### config.mk
export PLATFORM = sky130hd
export DESIGN_NAME = ext_irq_controller
export DESIGN_NICKNAME = d
export VERILOG_FILES = /design/src/rtl/irq_pkg.sv /design/src/rtl/irq_sync_edge.sv /design/src/rtl/ext_irq_controller.sv
export SDC_FILE = /design/constraint.sdc
export NUM_CORES = 1
export LEC_CHECK = 0
export ABC_AREA = 0
export BUFFER_PORTS_ARGS = -buffer_cell sky130_fd_sc_hd__buf_2
export CAP_MARGIN = 10
export CORE_MARGIN = 4
export CORE_UTILIZATION = 56
export CTS_BUF_LIST = sky130_fd_sc_hd__clkbuf_4 sky130_fd_sc_hd__clkbuf_8 sky130_fd_sc_hd__clkbuf_16
export DETAILED_ROUTE_END_ITERATION = 8
export PLACE_DENSITY = 0.87
export SLEW_MARGIN = 0
export SYNTH_ARGS = -nofsm -noshare
export SYNTH_HDL_FRONTEND = slang
export SYNTH_SLANG_ARGS = --single-unit
### constraint.sdc
create_clock -name CLOCK_50 -period 2.57 [get_ports CLOCK_50]
set_clock_uncertainty 0.1 [all_clocks]
set_input_delay 0.257 -clock CLOCK_50 [delete_from_list [all_inputs] [get_ports CLOCK_50]]
set_output_delay 0.257 -clock CLOCK_50 [all_outputs]
set_load 0.05 [all_outputs]
### src/rtl/irq_pkg.sv
// Shared state type, default source count and priority encoder for the
// external interrupt controller.
`timescale 1ns/1ps
package irq_pkg;

   localparam int NSRC_DEFAULT = 8;
   localparam int MAXSRC       = 32;

   typedef enum logic [1:0] {
      IDLE     = 2'd0,
      REQ      = 2'd1,
      WAIT_EOI = 2'd2
   } irq_state_t;

   // Lowest set index wins; callers narrow the result to their id width.
   function automatic logic [4:0] prio_enc(input logic [MAXSRC-1:0] v);
      logic [4:0] id;
      id = '0;
      for (int i = MAXSRC - 1; i >= 0; i--) begin
         if (v[i]) id = 5'(i);
      end
      return id;
   endfunction

endpackage

### src/rtl/irq_sync_edge.sv
// Per-source two-flop synchronizer followed by a rising-edge detector.
`timescale 1ns/1ps
module irq_sync_edge
   import irq_pkg::*;
#(
   parameter int NSRC = NSRC_DEFAULT
)
(
   input  logic            CLOCK_50,
   input  logic            reset,
   input  logic [NSRC-1:0] d,
   output logic [NSRC-1:0] edge_o
);

   logic [NSRC-1:0] s1_q;
   logic [NSRC-1:0] s2_q;
   logic [NSRC-1:0] p_q;
   logic [NSRC-1:0] p_d;
   logic [1:0]      warm_q;

   // Until the chain has filled after reset, p follows s1 so that a line held
   // high through reset release lands in s2 and p together and never looks new.
   assign p_d    = warm_q[1] ? s2_q : s1_q;
   assign edge_o = s2_q & ~p_q;

   always_ff @(posedge CLOCK_50 or posedge reset) begin
      if (reset) begin
         s1_q   <= '0;
         s2_q   <= '0;
         p_q    <= '0;
         warm_q <= '0;
      end else begin
         s1_q   <= d;
         s2_q   <= s1_q;
         p_q    <= p_d;
         warm_q <= {warm_q[0], 1'b1};
      end
   end

endmodule

### src/rtl/ext_irq_controller.sv
// Edge-latched, maskable, fixed-priority interrupt source for processor_arm
// with an ExtIRQ/ExtIAck handshake and end-of-interrupt blocking.
`timescale 1ns/1ps
module ext_irq_controller
   import irq_pkg::*;
#(
   parameter int NSRC = NSRC_DEFAULT,
   parameter int IDW  = $clog2(NSRC)
)
(
   input  logic            CLOCK_50,
   input  logic            reset,
   input  logic [NSRC-1:0] irq_src,
   input  logic            mask_we,
   input  logic [NSRC-1:0] mask_wdata,
   output logic            ExtIRQ,
   input  logic            ExtIAck,
   input  logic            eoi,
   output logic [IDW-1:0]  irq_id,
   output logic [NSRC-1:0] irq_pending,
   output logic [NSRC-1:0] irq_mask
);

   logic [NSRC-1:0]   rise;
   logic [NSRC-1:0]   cand;
   logic [MAXSRC-1:0] cand_w;
   logic [NSRC-1:0]   clr;
   logic [NSRC-1:0]   pend_q, pend_d;
   logic [NSRC-1:0]   mask_q, mask_d;
   logic [IDW-1:0]    id_q, id_d;
   logic              irq_q, irq_d;
   irq_state_t        state_q, state_d;

   irq_sync_edge #(.NSRC(NSRC)) u_sync (
      .CLOCK_50 (CLOCK_50),
      .reset    (reset),
      .d        (irq_src),
      .edge_o   (rise)
   );

   assign cand   = pend_q & mask_q;
   assign mask_d = mask_we ? mask_wdata : mask_q;

   always_comb begin
      cand_w             = '0;
      cand_w[NSRC-1:0]   = cand;
   end

   always_comb begin
      state_d = state_q;
      id_d    = id_q;
      clr     = '0;
      case (state_q)
         IDLE: begin
            if (|cand) begin
               state_d = REQ;
               id_d    = IDW'(prio_enc(cand_w));
            end
         end
         REQ: begin
            // An eoi in the same cycle as the ack is deliberately ignored.
            if (ExtIAck) begin
               state_d   = WAIT_EOI;
               clr[id_q] = 1'b1;
            end
         end
         WAIT_EOI: begin
            if (eoi) state_d = IDLE;
         end
         default: state_d = IDLE;
      endcase
      // A new edge on the bit being acknowledged survives the clear.
      pend_d = (pend_q & ~clr) | rise;
      irq_d  = (state_d == REQ);
   end

   always_ff @(posedge CLOCK_50 or posedge reset) begin
      if (reset) begin
         state_q <= IDLE;
         id_q    <= '0;
         pend_q  <= '0;
         mask_q  <= '1;
         irq_q   <= 1'b0;
      end else begin
         state_q <= state_d;
         id_q    <= id_d;
         pend_q  <= pend_d;
         mask_q  <= mask_d;
         irq_q   <= irq_d;
      end
   end

   assign ExtIRQ      = irq_q;
   assign irq_id      = id_q;
   assign irq_pending = pend_q;
   assign irq_mask    = mask_q;

endmodule

==> results of run 1 <==
-- flip-flops by register name, summed over array words and instances, names as in the netlist, 2 cells and up --
name,count
state_q,2
u_sync.warm_q,2
irq_pending,8
irq_mask,8
u_sync.s2_q,8
irq_id,3
u_sync.p_q,8
u_sync.s1_q,8
-- cell type report --
cell class | count | area (µm²) | area share [%]
tap | 44 | 55.1 | 2.53
timing repair buffer | 51 | 305 | 14.0
sequential | 48 | 1210 | 55.7
clock buffer | 6 | 51.3 | 2.36
inverter | 10 | 37.5 | 1.73
multi-input combinational | 68 | 503 | 23.1
clock inverter | 2 | 10.0 | 0.461
-- kinds of logic after synthesis --
kind of cell	synth area share [%]
AOI/OAI and AO/OA	11.8
muxes	10.2
DFF	68.7
and+or+nand+nor	6.32
other	0.213
buffers and inverters	2.70
-- Yosys cell counts --
| library cell | count |
|---|---|
| sky130_fd_sc_hd__dfrtp_1 | 40 |
| sky130_fd_sc_hd__conb_1 | 1 |
| sky130_fd_sc_hd__o21ai_0 | 14 |
| sky130_fd_sc_hd__nand3b_1 | 1 |
| sky130_fd_sc_hd__nor3b_1 | 1 |
| sky130_fd_sc_hd__a32oi_1 | 1 |
| sky130_fd_sc_hd__o21ai_1 | 1 |
| sky130_fd_sc_hd__o31ai_2 | 1 |
| sky130_fd_sc_hd__mux2_2 | 16 |
| sky130_fd_sc_hd__nand4b_1 | 1 |
| sky130_fd_sc_hd__a22oi_2 | 2 |
| sky130_fd_sc_hd__nor2_1 | 6 |
| sky130_fd_sc_hd__or2_4 | 2 |
| sky130_fd_sc_hd__or2_1 | 2 |
| sky130_fd_sc_hd__a22oi_1 | 3 |
| sky130_fd_sc_hd__a21oi_1 | 4 |
| sky130_fd_sc_hd__buf_2 | 2 |
| sky130_fd_sc_hd__inv_1 | 10 |
| sky130_fd_sc_hd__a32o_1 | 2 |
| sky130_fd_sc_hd__nand2b_1 | 2 |
| sky130_fd_sc_hd__o31ai_1 | 1 |
| sky130_fd_sc_hd__dfstp_2 | 8 |
| sky130_fd_sc_hd__nand2_1 | 6 |
| sky130_fd_sc_hd__a41oi_2 | 1 |
-- power by group through the flow --
stage                     sequential, mW  clock (mW)  combinational (mW)
final                               1.03       0.353               0.715
after global routing                1.05       0.402               0.770
after CTS                           1.03       0.361               0.721
after detailed placement            1.04           0               0.711
after global placement              1.03           0               0.693
after floorplan                     1.30           0               0.255
-- repair_timing --
item                      4_1_cts  5_1_grt
hold endpoints to repair       24        0
buffers inserted                0        0
hold buffers                    9        0
resized for setup               0        0
-- per-stage QoR --
step	setup WS, ps	power (mW)
global route	939	2.22
floorplan	1050	1.56
finish	1000	2.10
detailed placement	1150	1.75
CTS	983	2.11
global placement	1180	1.72
-- final timing paths --
kind,from,to,slack (ps),cells after the start
max,irq_mask[0],irq_mask[0],1000,1
min,mask_wdata[4],irq_mask[4],30,2
max reg2reg,irq_mask[6],irq_id[0],1120,4
min reg2reg,u_sync.warm_q[0],u_sync.warm_q[1],270,0
max in group asynchronous,reset,irq_mask[0],1370,4
min in group asynchronous,reset,u_sync.s1_q[6],340,3
-- metal layers --
layer  part of all wire (%)  up-vias  routed length [µm]  track usage, %
li1                       -      561                   -               -
met1                     41      570                1360            22.3
met2                     52       38                1700            31.6
met3                    5.0        9                 166            4.39
met4                    2.2        0                  74            9.23
met5                      0        -                   0               0
==> results.toml, run 1 <==
[sta]
period_needed_ps = 1570
tightestPinTransition_ps = 632
maxSlewViolCount = 0
post-route-period-util_pct = 61.0
setup_viol = 0
grt_setup_unrepaired = "false"
max_slew_margin_pct = 57.6
fmaxAchievable_ghz = 0.637
final.setup.tns_ps = 0
report.final.hold_viol_count = 0
hold-worst-slack_ps = 31.7

[worst_setup_path]
critical_path.startpoint_type = "flip-flop"
worstSetupPathType = "reg2out"
critical-path-slowest-cell = "sky130_fd_sc_hd__dfstp_2"
critical_path_required_ps = 2210
critical_path_buf_inv_count = 1
setup.worst_path.end_class = "output pin"
worstPathMaxFanout = 5
cp_data_arrival_time_ps = 1210
top_delay_family_on_crit_path = "flip-flops"
critical-path-max-stage-delay_ps = 590
crit_path_cell_trace = "buf_2"

[synth]
synth_top_area_cells = "sky130_fd_sc_hd__dfrtp_1, sky130_fd_sc_hd__dfstp_2, sky130_fd_sc_hd__mux2_2"
yosysWarnings = 0
synth.yosys.seq_area_share_pct = 68.8
yosysTopAreaCellShare_pct = 56.8
synthCells = 128
syn-mean-instance-area_um2 = 13.8
netlist.top_cell.by_area = "sky130_fd_sc_hd__dfrtp_1"
ys_ff_latch = 48
synth_nets = 149
syn-cell-area_um2 = 1760
synthDistinctLibCells = 24

[final_layout]
fill_cells = 202
final_layout_size_suffix_gt1_share_pct = 43.2
final_area_um2 = 2170
syn_to_final_growth_pct = 23.4
antenna_cells = 0
design.final.nets = 205
finalNonFillerCells = 229
final_cell_mix = "sky130_fd_sc_hd__dfrtp_1, sky130_fd_sc_hd__buf_2, sky130_fd_sc_hd__mux2_2"
final_core_utilization_pct = 71.8

[power]
reported_net_switching_power_uw = 855
seq_power_share_pct = 49.1
clockPowerShare_pct = 16.8
sw_frac_of_total_pct = 40.7
p_leak_nw = 0.983
vdd_ir_drop_max_v = 0.000481
pwr-share-comb_pct = 34.1
internal_power_mw = 1.24
power_density_nw_per_um2 = 966

[drt]
drt-vias-per-instance = 5.14
wire_per_inst_um = 14.4
dr_total_vias = 1178
firstDrtPassIters = 4
ant_nets = 0
wl_mm = 3.30
dr.first_iter.drc_count = 53
remaining_drc_errors = 0

[grt]
grt_antenna_before_repair = 0
grt_pass1_vias = 1250
grt_usage_pct = 18.7
grt_first_pass_wirelength_mm = 5.81
globalRouteOverflowTotal = 0
grt_max_degree = 19

[floorplan]
starting_density_of_the_core_pct = 58.2
core_area_um2 = 3030
rows = 20
design.die.area_um2 = 4110
die_width_um = 64.1
die_h_um = 64.1
io-pin-count = 41

[placed_design]
dpl.hpwl_mm = 2.50
placement.io_buffers = 40
placed_area_um2 = 2020
place.gp.congestion = 0.807
place.detailed.instances = 212

[clocking]
cts_made_buffers = 5
tritoncts_num_sinks = 48
tritoncts_clock_tree = "yes"
clock_path_buffers = 2
clk_latency_ps = 350
cts.root.buffer_cell = "sky130_fd_sc_hd__clkbuf_4"
cts.reportedPaths.clkPinSlew_ps = 120
htree_num_levels = 2

[hold_path]
min_path_type = "in2reg"

[run_status]
run_status = "complete, no violations"

[run]
drv_cap = 0
(Power assumes the default switching activity.)
==> run 2, diff against run 1 <==
--- a/config.mk
+++ b/config.mk
@@ -5,14 +5,14 @@
 export SDC_FILE = /design/constraint.sdc
 export NUM_CORES = 1
 export LEC_CHECK = 0
-export ABC_AREA = 0
+export ABC_AREA = 1
 export BUFFER_PORTS_ARGS = -buffer_cell sky130_fd_sc_hd__buf_2
 export CAP_MARGIN = 10
 export CORE_MARGIN = 4
-export CORE_UTILIZATION = 56
+export CORE_UTILIZATION = 52
 export CTS_BUF_LIST = sky130_fd_sc_hd__clkbuf_4 sky130_fd_sc_hd__clkbuf_8 sky130_fd_sc_hd__clkbuf_16
 export DETAILED_ROUTE_END_ITERATION = 8
-export PLACE_DENSITY = 0.87
+export PLACE_DENSITY = 0.82
 export SLEW_MARGIN = 0
 export SYNTH_ARGS = -nofsm -noshare
 export SYNTH_HDL_FRONTEND = slang
==> constraint.sdc (replaced) <==
create_clock -name CLOCK_50 -period 1.5 [get_ports CLOCK_50]
set_clock_uncertainty 0.1 [all_clocks]
set_input_delay 0.15 -clock CLOCK_50 [delete_from_list [all_inputs] [get_ports CLOCK_50]]
set_output_delay 0.15 -clock CLOCK_50 [all_outputs]
set_load 0.05 [all_outputs]
==> run 2 against run 1 <==
Against the previous run: count of clock-buffer cells in the layout decreased by 1; via count increased by 7.0%; clock power increased by 110%; non-clock buffer count increased by 9; sequential share of layout area decreased by 2.9 points; register-to-register slack got worse by 960 ps; die area increased by 6.2%; synthesized cell count increased by 20%; global-route usage decreased by 0.21 points; area after synthesis decreased by 0.50%; critical path type unchanged; largest power group unchanged.
==> results.toml, run 2 <==
[run_status]
run_status = "complete, no violations"

[floorplan]
io-pin-count = 41
starting_density_of_the_core_pct = 56.0
core_area_um2 = 3130
design.die.area_um2 = 4360
rows = 20
die_h_um = 66.1
die_width_um = 66.1

[synth]
cell_with_the_most_instances_after_synthesis = "sky130_fd_sc_hd__dfrtp_1"
syn-mean-instance-area_um2 = 11.4
synthCells = 154
synthDistinctLibCells = 17
synth_edf_count = 0
ys.flop_type = "sky130_fd_sc_hd__dfrtp_1"
synth.yosys.seq_area_share_pct = 69.1
syn-cell-area_um2 = 1750
synth_top_area_cells = "sky130_fd_sc_hd__dfrtp_1, sky130_fd_sc_hd__dfstp_2, sky130_fd_sc_hd__nand2_1"
synth_nets = 175
netlist.top_cell.by_area = "sky130_fd_sc_hd__dfrtp_1"
ys_ff_latch = 48
yosysTopAreaCellShare_pct = 57.1
async_flop_share_pct = 100
yosysWarnings = 0
post_synth_most_frequent_cells = "sky130_fd_sc_hd__dfrtp_1, sky130_fd_sc_hd__nand2_1, sky130_fd_sc_hd__o21ai_1, sky130_fd_sc_hd__inv_1, sky130_fd_sc_hd__nor2_1"

[drt]
firstDrtPassIters = 4
drt-vias-per-instance = 4.79
ant_nets = 0
dr.first_iter.drc_count = 86
wire_per_inst_um = 12.6
wl_mm = 3.31
dr_total_vias = 1261
remaining_drc_errors = 0

[sta]
grt_setup_unrepaired = "false"
hold-worst-slack_ps = 75.4
report.final.hold_viol_count = 0
final.setup.tns_ps = 0
period_needed_ps = 1430
maxSlewViolCount = 0
fmaxAchievable_ghz = 0.699
post-route-period-util_pct = 95.4
setup_viol = 0

[worst_setup_path]
critical-path-slowest-cell = "sky130_fd_sc_hd__dfstp_2"
crit_path_cell_trace = "buf_2"
setup.worst_path.end_class = "output pin"
worstPathMaxFanout = 3
critical_path.startpoint_type = "flip-flop"
worstSetupPathType = "reg2out"
top_delay_family_on_crit_path = "flip-flops"
critical_path_buf_inv_count = 1
cp_data_arrival_time_ps = 1180
critical_path_required_ps = 1250
critical-path-max-stage-delay_ps = 570

[clocking]
cts.reportedPaths.clkPinSlew_ps = 140
tritoncts_num_sinks = 48
tritoncts_clock_tree = "yes"
cts_made_buffers = 5
clock_path_buffers = 2
cts.root.buffer_cell = "sky130_fd_sc_hd__clkbuf_4"
htree_num_levels = 2
clk_latency_ps = 350

[final_layout]
final_core_utilization_pct = 73.3
final_layout_size_suffix_gt1_share_pct = 32.0
design.final.nets = 239
fill_cells = 220
antenna_cells = 0
register_area_um2 = 1210
multi_input_comb_area_um2 = 475
final_cell_mix = "sky130_fd_sc_hd__dfrtp_1, sky130_fd_sc_hd__buf_2, sky130_fd_sc_hd__nand2_1"
syn_to_final_growth_pct = 30.8

[placed_design]
place.gp.congestion = 0.841
placement.io_buffers = 40
dpl.hpwl_mm = 2.23

[grt]
grt_first_pass_wirelength_mm = 6.07
globalRouteOverflowTotal = 0
grt_max_degree = 49
grt_usage_pct = 18.5
grt_pass1_vias = 1350
grt_antenna_before_repair = 0

[power]
p_leak_nw = 1.10
power_density_nw_per_um2 = 1600
vdd_ir_drop_max_v = 0.000886

[hold_path]
min_path_type = "in2reg"

[run]
drv_cap = 0
[run 2: layout make-up]
class,instances,share of cell area (%)
sequential,48,52.8
inverter,16,2.62
timing repair buffer,60,17.9
tap,44,2.40
multi-input combinational,87,20.7
clock buffer,5,1.64
clock inverter,3,1.86
[run 2: report_power, final]
part	switching, mW	internal (mW)
clock network	0.389	0.348
logic	0.900	0.363
registers	0.163	1.51
total	1.45	2.22
[run 2: kinds of logic (layout without fill, tap and decap cells)]
kind of cell,after synthesis,count (layout),share of synthesized area (%)
AND/OR/NAND/NOR,49,49,13.1
flip-flops,48,48,69.1
AO/OA/AOI/OAI,29,29,8.28
buffers and inverters,19,84,4.21
multiplexers,8,8,5.14
other,1,1,0.214
[run 2: stage by stage]
step / cell area, µm² / cells / setup WS, ps / total power, mW
after floorplan: 1750 / 154 / 38.5 / 2.60
after global placement: 2010 / 236 / 176 / 2.86
after detailed placement: 2010 / 236 / 133 / 2.91
after CTS: 2280 / 263 / 58.8 / 3.67
after global routing: 2290 / 263 / 12.6 / 3.92
final: 2290 / 263 / 69.3 / 3.67
[run 2: per-layer routing]
layer	share of wire [%]	up-vias	wire length, µm	track usage, %
met2	51	47	1690	31.3
met1	41	589	1340	22.9
met5	0	-	0	0
li1	-	618	-	-
met4	2.0	0	65	7.61
met3	6.4	7	212	3.91
[run 2: path summary, 6_finish.rpt]
kind	cells past startpoint	slack (ps)	to	startpoint
hold reg to reg	0	270	u_sync.warm_q[1]	u_sync.warm_q[0]
setup reg to reg	8	160	irq_id[0]	irq_mask[3]
min in group asynchronous	4	280	irq_pending[1]	reset
setup / recovery	1	70	irq_mask[3]	irq_mask[3]
hold / removal	2	80	irq_mask[2]	mask_we
max in group asynchronous	4	740	irq_mask[4]	reset
[run 2: repair_timing]
| action | 4_1_cts | 5_1_grt |
|---|---|---|
| setup buffers | 0 | 0 |
| endpoints found under the setup margin | 0 | 2 |
| endpoints found under the hold margin | 67 | 0 |
| hold buffers | 19 | 0 |
| resized for setup | 0 | 2 |
